File: config.mk
export PLATFORM = sky130hd
export DESIGN_NAME = uart_rx_frame_ctrl
export DESIGN_NICKNAME = d
export VERILOG_FILES = /design/src/rtl/uart_pkg.sv /design/src/rtl/uart_frame_buf.sv /design/src/rtl/uart_rx_frame_ctrl.sv
export SDC_FILE = /design/constraint.sdc
export NUM_CORES = 1
export LEC_CHECK = 0
export BUFFER_PORTS_ARGS = -buffer_cell sky130_fd_sc_hd__buf_2
export CORE_MARGIN = 2
export CORE_UTILIZATION = 61
export CTS_CLUSTER_DIAMETER = 50
export DETAILED_ROUTE_END_ITERATION = 7
export PLACE_DENSITY = 0.85
export SLEW_MARGIN = 20
export SYNTH_ARGS = -nofsm -noshare
export SYNTH_HDL_FRONTEND = slang
export SYNTH_SLANG_ARGS = --single-unit
File: constraint.sdc
create_clock -name clk -period 3.15 [get_ports clk]
set_input_delay 0.63 -clock clk [delete_from_list [all_inputs] [get_ports clk]]
set_output_delay 0.63 -clock clk [all_outputs]
set_load 0.02 [all_outputs]
File: src/rtl/uart_pkg.sv
// Shared definitions for the UART receive frame controller: FSM encoding,
// error cause codes and the default start-of-frame marker.
package uart_pkg;

  typedef enum logic [2:0] {
    ST_IDLE    = 3'd0,
    ST_LEN     = 3'd1,
    ST_PAYLOAD = 3'd2,
    ST_CSUM    = 3'd3,
    ST_DRAIN   = 3'd4
  } state_t;

  localparam logic [2:0] ERR_NONE    = 3'd0;
  localparam logic [2:0] ERR_LEN     = 3'd1;
  localparam logic [2:0] ERR_CSUM    = 3'd2;
  localparam logic [2:0] ERR_TIMEOUT = 3'd3;
  localparam logic [2:0] ERR_BREAK   = 3'd4;
  localparam logic [2:0] ERR_OVERRUN = 3'd5;

  localparam logic [7:0] DEFAULT_SOF_BYTE = 8'hA5;

  function automatic logic [7:0] sat_inc(input logic [7:0] v);
    return (v == 8'hFF) ? v : v + 8'd1;
  endfunction

endpackage

File: src/rtl/uart_frame_buf.sv
// Payload store for one frame: single write port, asynchronous read port so
// the drained byte follows the read index in the same cycle.
module uart_frame_buf #(
  parameter int DEPTH = 16,
  parameter int AW    = (DEPTH > 1) ? $clog2(DEPTH) : 1
) (
  input  logic          clk,
  input  logic          wr_en,
  input  logic [AW-1:0] wr_addr,
  input  logic [7:0]    wr_data,
  input  logic [AW-1:0] rd_addr,
  output logic [7:0]    rd_data
);

  logic [7:0] mem [DEPTH];

  always_ff @(posedge clk) begin
    if (wr_en) begin
      mem[wr_addr] <= wr_data;
    end
  end

  assign rd_data = mem[rd_addr];

endmodule

File: src/rtl/uart_rx_frame_ctrl.sv
// Receives SOF/LEN/payload/CSUM frames from a UART RX byte stream, validates
// them and replays the payload on a ready/valid stream.
module uart_rx_frame_ctrl
  import uart_pkg::*;
#(
  parameter int         MAX_LEN        = 16,
  parameter int         TIMEOUT_CYCLES = 60000,
  parameter logic [7:0] SOF_BYTE       = DEFAULT_SOF_BYTE
) (
  input  logic       clk,
  input  logic       resetn,
  input  logic       cfg_enable,
  output logic       uart_rx_en,
  input  logic       rx_valid,
  input  logic       rx_break,
  input  logic [7:0] rx_data,
  output logic       out_valid,
  input  logic       out_ready,
  output logic       out_last,
  output logic [7:0] out_data,
  output logic       err_pulse,
  output logic [2:0] err_code,
  output logic [7:0] frame_ok_cnt,
  output logic [7:0] frame_err_cnt
);

  localparam int AW = (MAX_LEN > 1) ? $clog2(MAX_LEN) : 1;
  localparam int TW = (TIMEOUT_CYCLES > 1) ? $clog2(TIMEOUT_CYCLES) : 1;
  localparam logic [TW-1:0] TMO_LAST = TW'(TIMEOUT_CYCLES - 1);
  localparam logic [7:0] MAX_LEN_B = 8'(MAX_LEN);

  state_t        state_q, state_d;
  logic [7:0]    len_q, len_d;
  logic [7:0]    byte_cnt_q, byte_cnt_d;
  logic [7:0]    rd_idx_q, rd_idx_d;
  logic [7:0]    sum_q, sum_d;
  logic [TW-1:0] tmo_q, tmo_d;
  logic          err_pulse_q, err_pulse_d;
  logic [2:0]    err_code_q, err_code_d;
  logic [7:0]    ok_cnt_q, ok_cnt_d;
  logic [7:0]    err_cnt_q, err_cnt_d;
  logic          uart_rx_en_q, uart_rx_en_d;

  logic          err_raise;
  logic [2:0]    err_cause;
  logic          ok_inc;
  logic          wr_en;
  logic          counting;
  logic [7:0]    buf_rd_data;

  uart_frame_buf #(
    .DEPTH (MAX_LEN),
    .AW    (AW)
  ) u_buf (
    .clk     (clk),
    .wr_en   (wr_en),
    .wr_addr (byte_cnt_q[AW-1:0]),
    .wr_data (rx_data),
    .rd_addr (rd_idx_q[AW-1:0]),
    .rd_data (buf_rd_data)
  );

  always_comb begin
    state_d    = state_q;
    len_d      = len_q;
    byte_cnt_d = byte_cnt_q;
    rd_idx_d   = rd_idx_q;
    sum_d      = sum_q;
    tmo_d      = '0;
    err_raise  = 1'b0;
    err_cause  = ERR_NONE;
    ok_inc     = 1'b0;
    wr_en      = 1'b0;
    counting   = (state_q == ST_LEN) || (state_q == ST_PAYLOAD) || (state_q == ST_CSUM);

    // Disable silently discards; break beats everything else; an arriving
    // byte always beats a timeout expiring in the same cycle.
    if (!cfg_enable) begin
      state_d = ST_IDLE;
    end else if (rx_valid && rx_break) begin
      state_d   = ST_IDLE;
      err_raise = 1'b1;
      err_cause = ERR_BREAK;
    end else if (counting && !rx_valid) begin
      if (tmo_q == TMO_LAST) begin
        state_d   = ST_IDLE;
        err_raise = 1'b1;
        err_cause = ERR_TIMEOUT;
      end else begin
        tmo_d = tmo_q + 1'b1;
      end
    end else begin
      case (state_q)
        ST_IDLE: begin
          if (rx_valid && rx_data == SOF_BYTE) state_d = ST_LEN;
        end
        ST_LEN: begin
          if (rx_data == 8'd0 || rx_data > MAX_LEN_B) begin
            state_d   = ST_IDLE;
            err_raise = 1'b1;
            err_cause = ERR_LEN;
          end else begin
            len_d      = rx_data;
            sum_d      = rx_data;
            byte_cnt_d = 8'd0;
            state_d    = ST_PAYLOAD;
          end
        end
        ST_PAYLOAD: begin
          wr_en      = 1'b1;
          sum_d      = sum_q + rx_data;
          byte_cnt_d = byte_cnt_q + 8'd1;
          if (byte_cnt_d == len_q) state_d = ST_CSUM;
        end
        ST_CSUM: begin
          if (rx_data == sum_q) begin
            state_d  = ST_DRAIN;
            rd_idx_d = 8'd0;
            ok_inc   = 1'b1;
          end else begin
            state_d   = ST_IDLE;
            err_raise = 1'b1;
            err_cause = ERR_CSUM;
          end
        end
        ST_DRAIN: begin
          if (rx_valid) begin
            err_raise = 1'b1;
            err_cause = ERR_OVERRUN;
          end
          if (out_ready) begin
            if (rd_idx_q == len_q - 8'd1) state_d = ST_IDLE;
            else rd_idx_d = rd_idx_q + 8'd1;
          end
        end
        default: state_d = ST_IDLE;
      endcase
    end

    if (state_d == ST_IDLE) begin
      byte_cnt_d = 8'd0;
      rd_idx_d   = 8'd0;
      sum_d      = 8'd0;
      tmo_d      = '0;
    end

    err_pulse_d  = err_raise;
    err_code_d   = err_raise ? err_cause : err_code_q;
    err_cnt_d    = err_raise ? sat_inc(err_cnt_q) : err_cnt_q;
    ok_cnt_d     = ok_inc ? sat_inc(ok_cnt_q) : ok_cnt_q;
    uart_rx_en_d = cfg_enable;
  end

  always_ff @(posedge clk) begin
    if (!resetn) begin
      state_q      <= ST_IDLE;
      len_q        <= 8'd0;
      byte_cnt_q   <= 8'd0;
      rd_idx_q     <= 8'd0;
      sum_q        <= 8'd0;
      tmo_q        <= '0;
      err_pulse_q  <= 1'b0;
      err_code_q   <= ERR_NONE;
      ok_cnt_q     <= 8'd0;
      err_cnt_q    <= 8'd0;
      uart_rx_en_q <= 1'b0;
    end else begin
      state_q      <= state_d;
      len_q        <= len_d;
      byte_cnt_q   <= byte_cnt_d;
      rd_idx_q     <= rd_idx_d;
      sum_q        <= sum_d;
      tmo_q        <= tmo_d;
      err_pulse_q  <= err_pulse_d;
      err_code_q   <= err_code_d;
      ok_cnt_q     <= ok_cnt_d;
      err_cnt_q    <= err_cnt_d;
      uart_rx_en_q <= uart_rx_en_d;
    end
  end

  assign out_valid     = (state_q == ST_DRAIN);
  assign out_data      = out_valid ? buf_rd_data : 8'h00;
  assign out_last      = out_valid && (rd_idx_q == len_q - 8'd1);
  assign err_pulse     = err_pulse_q;
  assign err_code      = err_code_q;
  assign frame_ok_cnt  = ok_cnt_q;
  assign frame_err_cnt = err_cnt_q;
  assign uart_rx_en    = uart_rx_en_q;

endmodule

=== Word level (Yosys, flattened, before mapping) ===
Memories as Yosys holds them, arrays and structs flattened. A register that Yosys moved wholly into a read port is not among the register bits.
Cells that the tools add are included.

* Bitwise gates (word level): 7
* Eq/ne operators: 15
* Shifts and indexed selects: 0
* Mux-type cells: 49
* Reductions and logical operators: 20
* Multiply operators: 0
* Magnitude comparators: 1
* Div/mod/pow operators: 0
* Add/subtract/negate cells: 7

{| class="wikitable"
|+ Operator list
! operator !! count
|-
| $mux W8 || 6
|-
| $pmux W8 S2 || 3
|-
| $mux W3 || 13
|-
| $add A8 B1 Y8 const B || 4
|-
| $eq A8 B8 Y1 || 3
|-
| $eq A8 B8 Y1 const B || 3
|-
| $mux W1 || 19
|-
| $add A16 B1 Y16 const B || 1
|-
| $eq A16 B16 Y1 const B || 1
|-
| $pmux W3 S5 || 1
|-
| $reduce_and A5 Y1 || 2
|-
| $pmux W3 S3 || 1
|-
| $add A8 B8 Y8 || 1
|-
| $gt A8 B5 Y1 const B || 1
|-
| $logic_not A8 Y1 || 1
|-
| $mux W4 || 2
|-
| $sub A8 B1 Y8 const B || 1
|-
| $not A1 Y1 || 7
|-
| $reduce_and A7 Y1 || 1
|-
| $eq A3 B2 Y1 const B || 2
|-
| $logic_not A3 Y1 || 2
|-
| $mux W2 || 3
|-
| $reduce_or A6 Y1 || 1
|-
| $logic_and A1 B1 Y1 || 4
|-
| 10 further kinds || 16
|}

* Memory bits (writable): 128
* Output and inout port bits: 31
* Register bits after elaboration: 72
* Memories kept: 1
* Bits in read-only memories: 0
* Word-level logic and storage cells: 111
* Input port bits: 14
* Bits in latches: 0

{| class="wikitable"
|+ Memory list
! name !! words !! width !! read ports !! clocked after memory_dff !! wr ports !! line !! source
|-
| u_buf.mem || 16 || 8 || 1 || 1 || 1 || uart_frame_buf.sv:15 || <nowiki>logic [7:0] mem [DEPTH];</nowiki>
|}

=== Logic depth before layout (Yosys ltp) ===
Gate-level depths: netlist of the first run.

* Depth in word-level cells: 11
* Mapped depth: 11
* Mapped depth without buffers: 10

=== Modules after synthesis ===
Synthesis of the first run repeated with hierarchy kept, for this count alone.

* Cells, all modules: 727
* Area total of the unflattened synthesis: 9,185.1 um2

{| class="wikitable"
|+ By module, submodules not included
! module !! area each (um2) !! sequential area each (um2) !! cells each !! instances
|-
| uart_frame_buf || 4,987.3 || 3,843.7 || 221 || 1
|-
| uart_rx_frame_ctrl || 4,197.8 || 1,441.4 || 506 || 1
|}

=== Worst setup path after synthesis of the first run ===
No wires, ideal clock.

* Kind: register to output
* Start point: register with a tool-made name
* End point: output out_data[0]
* Path buffers: 2
* Path slack: 0.510 ns
* Arrival: 2.010 ns
* Stages on the path, launching flop included: 6
* Data required time: 2.520 ns
* Path through: dfxtp_1 clkbuf_1 buf_2 mux4_2 mux4_2 and2_1

{| class="wikitable"
|+ RTL lines
! element !! line !! source
|-
| end, declared || uart_rx_frame_ctrl.sv:20 || <nowiki>output logic [7:0] out_data,</nowiki>
|}

==> run_results.csv, run 1 <==
group,metric,value,unit
status,run_status,"finished, final reports clean",
cts,h-tree-depth,1,
grt,gr-total-overflow,0,
finish,diodes,0,
route,wire_per_inst,22.3,µm
route,drc,0,
finish,nets,810,
timing,finalCriticalPeriod,3.10,ns
finish,drive_gt1_share,22.2,%
worst_setup_path,path_buf_inv,2,
yosys,async_flop_share,0,%
pwr,combPwrFrac,2.0,%
floorplanning,die_w,127,µm
place,globalplace.congestion,0.853,
run,drv_cap,0,
grt,antenna_found_initial,0,
floorplanning,io_pins,45,
cts,numCtsBuffers,22,
timing,relSlewSlack,50.3,%
yosys,synth.distinct_cells,65,
cts,clk_latency,0.49,ns
yosys,synth-xor-area-share,5.21,%
floorplanning,core,14600,µm²
yosys,synth_ff_type,"edfxtp_1",
timing,hold_viol_final,0,
route,highest_layer,"met4",
route,wl_met2,11.4,mm
route,vias_per_cell,6.29,
route,drt-total-wl,21.8,mm
timing,fmax,0.323,GHz
pwr,p_clk_share,45.9,%
timing,rsz0062_at_grt,"false",
worst_setup_path,cpMostUsedCell,"mux4_2",
route,drtAntennaViolNets,0,
worst_setup_path,path_cells,"buf_12 -> mux4_2 -> mux4_2 -> and2_1 -> buf_2",
floorplanning,fp.dieArea,16200,µm²
place,dpl.hpwl,14.1,mm
worst_setup_path,path_max_fanout,8,
route,wl_met3,1.36,mm
worst_setup_path,reg2reg_setup_slack,0.55,ns
place,place_inst,937,
pwr,p_sw,0.00106,W
worst_setup_path,crit_slowest_cell,"mux4_2",
timing,setup_viol,0,
finish,stdcell_count,978,
floorplanning,rows,44,
grt,grt_pass1_vias,6377,
floorplanning,die_h,127,µm
cts,clock_sinks,204,
worst_setup_path,worstSetupEndpointType,"primary output",
route,drt_iter0_markers,621,
timing,maxSlewViolCount,0,
cts,cts-root-buf,"clkbuf_16",
yosys,syn_area,9250,µm²
pwr,p_leak,3.67,nW
yosys,yosysWarnings,0,
grt,grt_pass1_wl,34.5,mm
timing,tightest_slew,0.744,ns
route,wl_met1,8.26,mm
worst_setup_path,max_stage_delay,0.55,ns
yosys,syn_inst,706,
worst_setup_path,path_class,"register to primary output",
cts,clkTransAtPathRegs,0.06,ns
finish,area_growth,14.4,%
timing,period_share,98.4,%
yosys,seq_area_frac_synth,58.0,%
yosys,synth_top_family_by_area,"simple AND/OR/NAND/NOR gates",
pwr,p_sw_share,19.5,%
pwr,internal-power,0.00439,W
worst_setup_path,critPathRequiredTime,2.52,ns
yosys,synth_edf_count,128,
yosys,synth-compound-area-share,6.18,%
pwr,power_frac_seq,52.1,%
worst_setup_path,cp.arrival,2.47,ns
grt,grt_max_degree,36,
place,portBuffers,44,
worst_setup_path,cp-start-kind,"register",
pwr,powerDensity,516,nW/µm²
route,firstDrtPassIters,4,
yosys,synthMuxAreaShare,11.1,%
pwr,power,0.00545,W
timing,skew,0.0113,ns
route,vias,6155,
cts,ctsLongestPathBuffers,3,
yosys,synthAdderAreaFrac,2.38,%
min_path,hold_class,"input port to register",
yosys,synth-simple-area-share,14.7,%
cts,hold_buffers,0,
yosys,syn_nets,737,
worst_setup_path,crit_family,"multiplexers",
timing,hold_ws,0.458,ns
yosys,ys_ff_latch,204,
yosys,synth.avg_cell_area,13.1,µm²
floorplanning,start_util,63.1,%
pwr,ir_drop,402,µV
grt,track_usage,27.7,%
cts,cts_tree,"built",
## cell type report
class | instances | area (µm²)
Tap cell | 184 | 230
Clock buffer | 29 | 608
Fill cell | 927 | 4070
Sequential cell | 204 | 5370
Clock inverter | 10 | 103
Multi-Input combinational cell | 454 | 3650
Inverter | 15 | 56.3
Timing Repair Buffer | 82 | 556
## tightest hold or removal path: cells and delay by family
| family | cells | cell delay (ns) |
|---|---|---|
| AO/OA/AOI/OAI | 1 | 0.06 |
| buffers and inverters | 1 | 0.15 |
| AND/OR/NAND/NOR | 1 | 0.06 |
## kinds of logic after synthesis
kind of cell / after synthesis
AND/OR/NAND/NOR: 252
buffers and inverters: 48
AO/OA/AOI/OAI: 78
XOR/XNOR: 55
adder cells (fa/ha/maj): 17
flip-flops: 204
multiplexers: 52
## power by group through the flow
stage	sequential [W]	combinational, W	clock, W
6_report	0.00284	0.000109	0.00250
5_1_grt	0.00284	0.000116	0.00265
4_1_cts	0.00284	0.000107	0.00254
3_3_place_gp	0.00290	0.000100	0
2_1_floorplan	0.00290	0.0000387	0
3_5_place_dp	0.00290	0.000106	0
## state kept, by name, indices dropped and copies added, names as in the netlist, named ones only
name	cells
state_q	3
err_pulse	1
uart_rx_en	1
rd_idx_q	8
u_buf.mem	128
len_q	8
err_code	3
frame_ok_cnt	8
frame_err_cnt	8
byte_cnt_q	8
tmo_q	16
sum_q	8
## synth_stat cells (all sizes together), types with 4 or more instances
cell | count | share of area (%)
a21oi | 17 | 0.92
nand2 | 56 | 2.3
a21boi | 9 | 0.73
nand4 | 11 | 0.74
buf | 15 | 1.1
and2 | 25 | 1.7
edfxtp | 128 | 42
a211oi | 14 | 1.3
dfxtp | 76 | 16
nor4 | 6 | 0.70
inv | 15 | 0.61
nor2 | 58 | 2.4
xor2 | 24 | 2.3
nor2b | 9 | 0.64
o21ai | 14 | 0.80
nand3 | 15 | 0.81
and3 | 19 | 1.3
mux2i | 11 | 1.2
mux4 | 40 | 9.7
a31oi | 4 | 0.27
xnor2 | 31 | 2.9
nor4b | 4 | 0.45
ha | 16 | 2.2
clkbuf | 18 | 0.74
nand2b | 10 | 0.68
nor3 | 20 | 1.2
## path summary, 6_finish.rpt
check / startpoint / to / cells past startpoint
hold reg to reg: tmo_q[0] / tmo_q[0] / 1
hold / removal: rx_data[0] / len_q[0] / 3
setup / recovery: register / out_data[7] / 5
setup reg to reg: sum_q[2] / register / 7
## per-stage QoR
stage	area [µm²]	worst slack (ns)	TNS (ns)	util (%)
2_1_floorplan	9250	0.510	0	-
5_1_grt	10600	0.00511	0	72.2
6_report	10600	0.0504	0	72.2
3_5_place_dp	9820	0.104	0	67.1
4_1_cts	10600	-0.00956	-0.0109	72.6
3_3_place_gp	9820	0.226	0	67.1
## per-layer routing
layer	vias up	global-route usage, %
li1	2777	-
met1	3057	33.9
met2	265	50.0
met3	56	4.86
met4	0	9.63
met5	-	0
## cells in the final DEF, fill, tap and decap left out, types with 4 or more instances in the layout
cell,n
a211oi_1,11
a21boi_0,9
a21oi_1,17
a31oi_1,4
and2_1,25
and3_1,19
buf_12,4
buf_2,44
buf_4,34
clkbuf_1,5
clkbuf_16,23
dfxtp_1,74
edfxtp_1,128
ha_1,16
inv_1,15
mux2i_1,11
mux4_2,40
nand2_1,55
nand2b_1,10
nand3_1,15
nand4_1,11
nor2_1,57
nor2b_1,8
nor3_1,19
o21ai_0,13
xnor2_1,31
xor2_1,24
## what timing repair did
action                     CTS  global route
gates resized for setup      3             1
gates cloned                 2             0
hold endpoints to repair     0             0
setup buffers                2             0
setup endpoints to repair    4             9
Power figures use the tool's default switching activity.
==> run 2: changes to the inputs <==
- ABC_AREA: unset -> 1
- CORE_UTILIZATION: 61 -> 62
- PLACE_DENSITY: 0.85 -> 0.86
- SYNTH_HIERARCHICAL: unset -> 1
==> run_results.csv, run 2 <==
group,metric,value,unit
status,run_status,"finished, final reports clean",
run,drv_cap,0,
finish,stdcell_count,1533,
place,dpl.hpwl,15.5,mm
finish,top_register,"u_buf/mem",
grt,met3_usage,5.77,%
route,vias,8439,
timing,fmax,0.340,GHz
route,drt-total-wl,23.1,mm
grt,track_usage,27.3,%
yosys,syn_inst,1246,
grt,grt_max_degree,46,
yosys,synth_top_area_cell,"edfxtp_1",
timing,maxSlewViolCount,0,
finish,diodes,0,
yosys,seq_area_frac_synth,52.1,%
cts,clock_sinks,200,
floorplanning,fp.dieArea,17400,µm²
finish,largest_reg_flops,128,
route,drtAntennaViolNets,0,
place,portBuffers,44,
yosys,ys_ff_latch,200,
cts,clkTransAtPathRegs,0.07,ns
floorplanning,die_w,132,µm
worst_setup_path,cp.arrival,2.31,ns
timing,tightest_slew,0.661,ns
route,vias_per_cell,5.50,
route,drc,0,
pwr,ir_drop,467,µV
grt,antenna_found_initial,0,
pwr,powerDensity,444,nW/µm²
route,drt_iter0_markers,790,
floorplanning,rows,46,
yosys,yosysWarnings,6,
grt,top_usage_layer,"met2",
cts,cts_setup_buffers,0,
floorplanning,io_pins,45,
cts,numCtsBuffers,17,
grt,use_met1,34.0,%
timing,hold_viol_final,0,
cts,cts_resized,0,
min_path,hold_class,"register to register",
worst_setup_path,critPathRequiredTime,2.52,ns
yosys,synth.distinct_cells,43,
worst_setup_path,path_max_fanout,7,
yosys,synth.avg_cell_area,8.14,µm²
finish,area_growth,10.2,%
timing,period_share,93.4,%
worst_setup_path,cp-start-kind,"register",
yosys,synth_edf_count,128,
place,globalplace.congestion,0.903,
grt,use_met2,46.2,%
timing,fin_ws,0.207,ns
yosys,yosys.area.top_type_share,37.9,%
route,wire_per_inst,15.1,µm
finish,drive_gt1_share,11.6,%
timing,relSlewSlack,55.9,%
yosys,yosysMostFrequentCell,"nand2_1",
worst_setup_path,path_class,"register to primary output",
yosys,synth_ff_type,"edfxtp_1",
cts,hold_buffers,0,
yosys,syn_area,10100,µm²
cts,h-tree-depth,4,
worst_setup_path,worstSetupEndpointType,"primary output",
floorplanning,die_h,132,µm
finish,largestRegisters,"u_buf/mem x128, tmo_q x16",
place,pre_cts_ws,0.324,ns
route,firstDrtPassIters,5,
pwr,power,0.00496,W
yosys,async_flop_share,0,%
yosys,synth_area_leaders,"edfxtp_1 (38%), dfxtp_1 (14%), nand2_1 (13%)",
pwr,p_leak,4.87,nW
yosys,synthTopCellsByCount,"nand2_1 (338), inv_1 (209), nand3_1 (153)",
yosys,syn_nets,1274,
cts,cts-root-buf,"clkbuf_16",
timing,setup_viol,0,
finish,final_cell_mix,"nand2_1 (338), inv_1 (209), nand3_1 (153)",
floorplanning,core,15900,µm²
cts,clk_latency,0.44,ns
cts,ctsLongestPathBuffers,2,
cts,cts_tree,"built",
timing,fin_setup_tns,0,ns
timing,rsz0062_at_grt,"false",
place,place_inst,1500,
grt,gr-total-overflow,0,
finish,nets,1332,
timing,hold_ws,0.448,ns
finish,layout_commonest_cell,"nand2_1",
grt,grt_pass1_wl,38.1,mm
floorplanning,start_util,63.6,%
grt,grt_pass1_vias,8008,
timing,skew,0.0100,ns
timing,finalCriticalPeriod,2.94,ns
[run 2: cell types whose count changed in the layout (fill, tap and decap cells not counted), sizes merged, moves of 18 or more]
| cell | delta |
|---|---|
| inv | +208 |
| nand2 | +288 |
| mux4 | -40 |
| nand3 | +139 |
| and3 | -18 |
| nor2 | +58 |
| and2 | -25 |
| xnor2 | -26 |
| a21oi | +30 |
[run 2: worst paths after layout]
check | startpoint | end | slack [ns] | cells past startpoint
setup / recovery | len_q[0] | out_last | 0.21 | 11
hold / removal | tmo_q[0] | tmo_q[0] | 0.45 | 1
setup reg to reg | len_q[0] | sum_q[7] | 0.71 | 15
hold reg to reg | tmo_q[0] | tmo_q[0] | 0.45 | 1
[run 2: layout make-up]
class	instances	area, µm²
fill	1204	4760
multi-input combinational	790	3780
tap	216	270
timing repair buffer	77	468
clock buffer	20	437
sequential	200	5290
inverter	218	823
clock inverter	12	114
[run 2: worst max-delay path: stages, from the launching register on]
cell,delay [ns]
dfxtp_1,0.42
inv_2,0.11
ha_1,0.31
inv_1,0.04
nand2_1,0.05
nand2_1,0.06
nor2_2,0.11
nand4_1,0.12
nor3b_2,0.32
nand4_4,0.13
inv_1,0.07
buf_2,0.15
[run 2: logic make-up after synthesis]
group                      Yosys count  share of synthesized area [%]
AOI/OAI and AO/OA                   83                           4.32
buffers and inverters              256                           10.6
adders and majority gates           14                           1.80
DFF                                200                           52.1
xor gates and xnor gates            22                           1.90
and+or+nand+nor                    671                           29.3
[run 2: report_power, final]
part           internal, W  switching [W]
Sequential         0.00278     0.00000159
Clock              0.00110       0.000967
Combinational    0.0000255      0.0000806
[run 2: routing by layer]
metal | vias to the layer above | share of wire, %
met5 | - | 0
met4 | 0 | 3.3
met3 | 70 | 7.3
met2 | 390 | 49
met1 | 3872 | 41
li1 | 4107 | -
[run 2: per-stage QoR]
| stage | instance area [µm²] | util, % |
|---|---|---|
| 2_1_floorplan | 10100 | - |
| 3_3_place_gp | 10600 | 66.6 |
| 3_5_place_dp | 10600 | 66.6 |
| 4_1_cts | 11200 | 70.1 |
| 5_1_grt | 11200 | 70.1 |
| 6_report | 11200 | 70.1 |
==> run 3: changes to the inputs <==
- CORE_UTILIZATION: 62 -> 61
- PLACE_DENSITY: 0.86 -> 0.85
- SYNTH_HIERARCHICAL: 1 -> unset
==> run_results.csv, run 3 <==
group,metric,value,unit
status,run_status,"finished, final reports clean",
grt,grt_pass1_wl,36.0,mm
finish,largest_reg_flops,128,
min_path,hold_class,"register to register",
finish,drive_gt1_share,14.9,%
grt,gr-total-overflow,0,
worst_setup_path,path_buf_inv,2,
pwr,p_sw,0.00111,W
finish,stdcell_count,1325,
floorplanning,io_pins,45,
route,drc,0,
floorplanning,die_h,129,µm
route,vias,7677,
route,firstDrtPassIters,5,
timing,maxSlewViolCount,0,
yosys,synth.avg_cell_area,9.27,µm²
yosys,synth_area_leaders,"edfxtp_1 (40%), dfxtp_1 (16%), nand2_1 (6.4%)",
timing,tightest_slew,0.605,ns
floorplanning,rows,45,
run,drv_cap,0,
grt,antenna_found_initial,0,
place,dpl_cell_area,10200,µm²
timing,period_share,97.0,%
yosys,syn_area,9570,µm²
timing,rsz0062_at_grt,"false",
floorplanning,fp.dieArea,16700,µm²
timing,finalCriticalPeriod,3.05,ns
grt,met3_usage,3.43,%
yosys,yosys.area.top_type_share,40.2,%
yosys,synth_edf_count,128,
yosys,seq_area_frac_synth,56.1,%
floorplanning,core,15300,µm²
timing,fin_ws,0.0958,ns
place,globalplace.congestion,0.894,
grt,grt_pass1_vias,7369,
cts,numCtsBuffers,22,
finish,area_growth,13.7,%
cts,clk_latency,0.50,ns
route,drtAntennaViolNets,0,
pwr,p_clk_share,46.5,%
yosys,synthTopCellsByCount,"nand2_1 (162), nor2_1 (137), edfxtp_1 (128)",
worst_setup_path,path_max_fanout,12,
finish,design_area,10900,µm²
worst_setup_path,crit_family,"compound AO/OA/AOI/OAI gates",
finish,nets,1129,
yosys,ys_ff_latch,204,
cts,clkTransAtPathRegs,0.06,ns
grt,track_usage,27.3,%
timing,fmax,0.327,GHz
worst_setup_path,max_stage_delay,0.61,ns
timing,relSlewSlack,59.3,%
route,drt_iter0_markers,794,
timing,setup_viol,0,
yosys,yosysWarnings,0,
finish,top_register,"u_buf.mem",
place,portBuffers,44,
finish,layout_commonest_cell,"nand2_1",
place,dpl.hpwl,14.8,mm
cts,clock_sinks,204,
cts,h-tree-depth,1,
yosys,yosysMostFrequentCell,"nand2_1",
yosys,syn_inst,1032,
pwr,internal-power,0.00440,W
pwr,combPwrFrac,2.0,%
worst_setup_path,crit_slowest_cell,"dfxtp_1",
pwr,p_leak,4.08,nW
finish,final_cell_mix,"nand2_1 (162), nor2_1 (136), edfxtp_1 (128)",
pwr,p_sw_share,20.2,%
grt,use_met1,35.3,%
floorplanning,die_w,129,µm
worst_setup_path,path_class,"register to primary output",
worst_setup_path,critPathRequiredTime,2.52,ns
yosys,syn_nets,1063,
route,drt-total-wl,22.6,mm
grt,grt_max_degree,34,
worst_setup_path,cp.arrival,2.42,ns
timing,skew,0.00954,ns
cts,cts_setup_buffers,0,
route,wire_per_inst,17.1,µm
cts,cts_tree,"built",
place,place_inst,1285,
yosys,async_flop_share,0,%
yosys,synth_ff_type,"edfxtp_1",
pwr,powerDensity,506,nW/µm²
worst_setup_path,cp-start-kind,"register",
grt,use_met2,47.3,%
pwr,power_frac_seq,51.5,%
worst_setup_path,worstSetupEndpointType,"primary output",
finish,post-route-util,71.3,%
finish,largestRegisters,"u_buf.mem x128, tmo_q x16",
yosys,synth_top_area_cell,"edfxtp_1",
timing,hold_viol_final,0,
timing,fin_setup_tns,0,ns
floorplanning,start_util,62.7,%
yosys,synth.distinct_cells,45,
grt,top_usage_layer,"met2",
place,pre_cts_ws,0.415,ns
cts,cts-root-buf,"clkbuf_16",
pwr,ir_drop,352,µV
finish,diodes,0,
cts,ctsLongestPathBuffers,3,
route,vias_per_cell,5.79,
worst_setup_path,path_cells,"buf_4 -> o21ai_0 -> o221ai_1 -> o211ai_1 -> a21oi_1 -> buf_2",
run 3: metal layers:
metal	part of all wire, %	vias to the layer above	routed length (µm)
met5	0	-	0
met4	2.5	0	567
met3	7.2	47	1630
met2	50	352	11300
met1	41	3596	9170
li1	-	3682	-
run 3: timing repair:
item	CTS	global route
setup endpoints to repair	0	1
gates resized for setup	0	2
hold buffers	0	0
run 3: worst reg2reg max path: cells and delay by family, from the launching register on:
family / cells / cell delay, ns
simple gates: 13 / 1.40
buf+inv: 2 / 0.48
fa+ha+maj: 1 / 0.24
flops: 1 / 0.40
run 3: logic make-up after synthesis:
logic type,count (synthesis),synth area share [%]
simple gates,450,21.6
fa+ha+maj,17,2.30
buf+inv,141,5.90
xor+xnor,28,2.56
flops,204,56.1
compound gates,192,11.6
run 3: metrics by stage:
step / power [W] / hold WS, ns
2_1_floorplan: 0.00294 / 0.430
3_3_place_gp: 0.00300 / 0.442
3_5_place_dp: 0.00300 / 0.452
4_1_cts: 0.00554 / 0.437
5_1_grt: 0.00565 / 0.439
6_report: 0.00551 / 0.462
run 3: final timing paths:
| kind | slack (ns) | start | cells after the start | end |
|---|---|---|---|---|
| setup / recovery | 0.1 | register | 6 | out_data[1] |
| hold / removal | 0.46 | tmo_q[0] | 1 | tmo_q[0] |
| setup reg to reg | 0.53 | len_q[0] | 16 | byte_cnt_q[7] |
| hold reg to reg | 0.46 | tmo_q[0] | 1 | tmo_q[0] |
run 3: area by class of cell:
class | instances | area [µm²]
timing repair buffer | 77 | 480
multi-input combinational | 687 | 3650
inverter | 106 | 398
fill | 1070 | 4380
clock buffer | 29 | 608
tap | 211 | 264
clock inverter | 11 | 116
sequential | 204 | 5370
run 3: power groups by stage:
stage | Clock (W) | Sequential [W] | Combinational (W)
2_1_floorplan | 0 | 0.00290 | 0.0000421
3_3_place_gp | 0 | 0.00290 | 0.000106
3_5_place_dp | 0 | 0.00290 | 0.000109
4_1_cts | 0.00259 | 0.00284 | 0.000110
5_1_grt | 0.00269 | 0.00284 | 0.000121
6_report | 0.00256 | 0.00284 | 0.000112
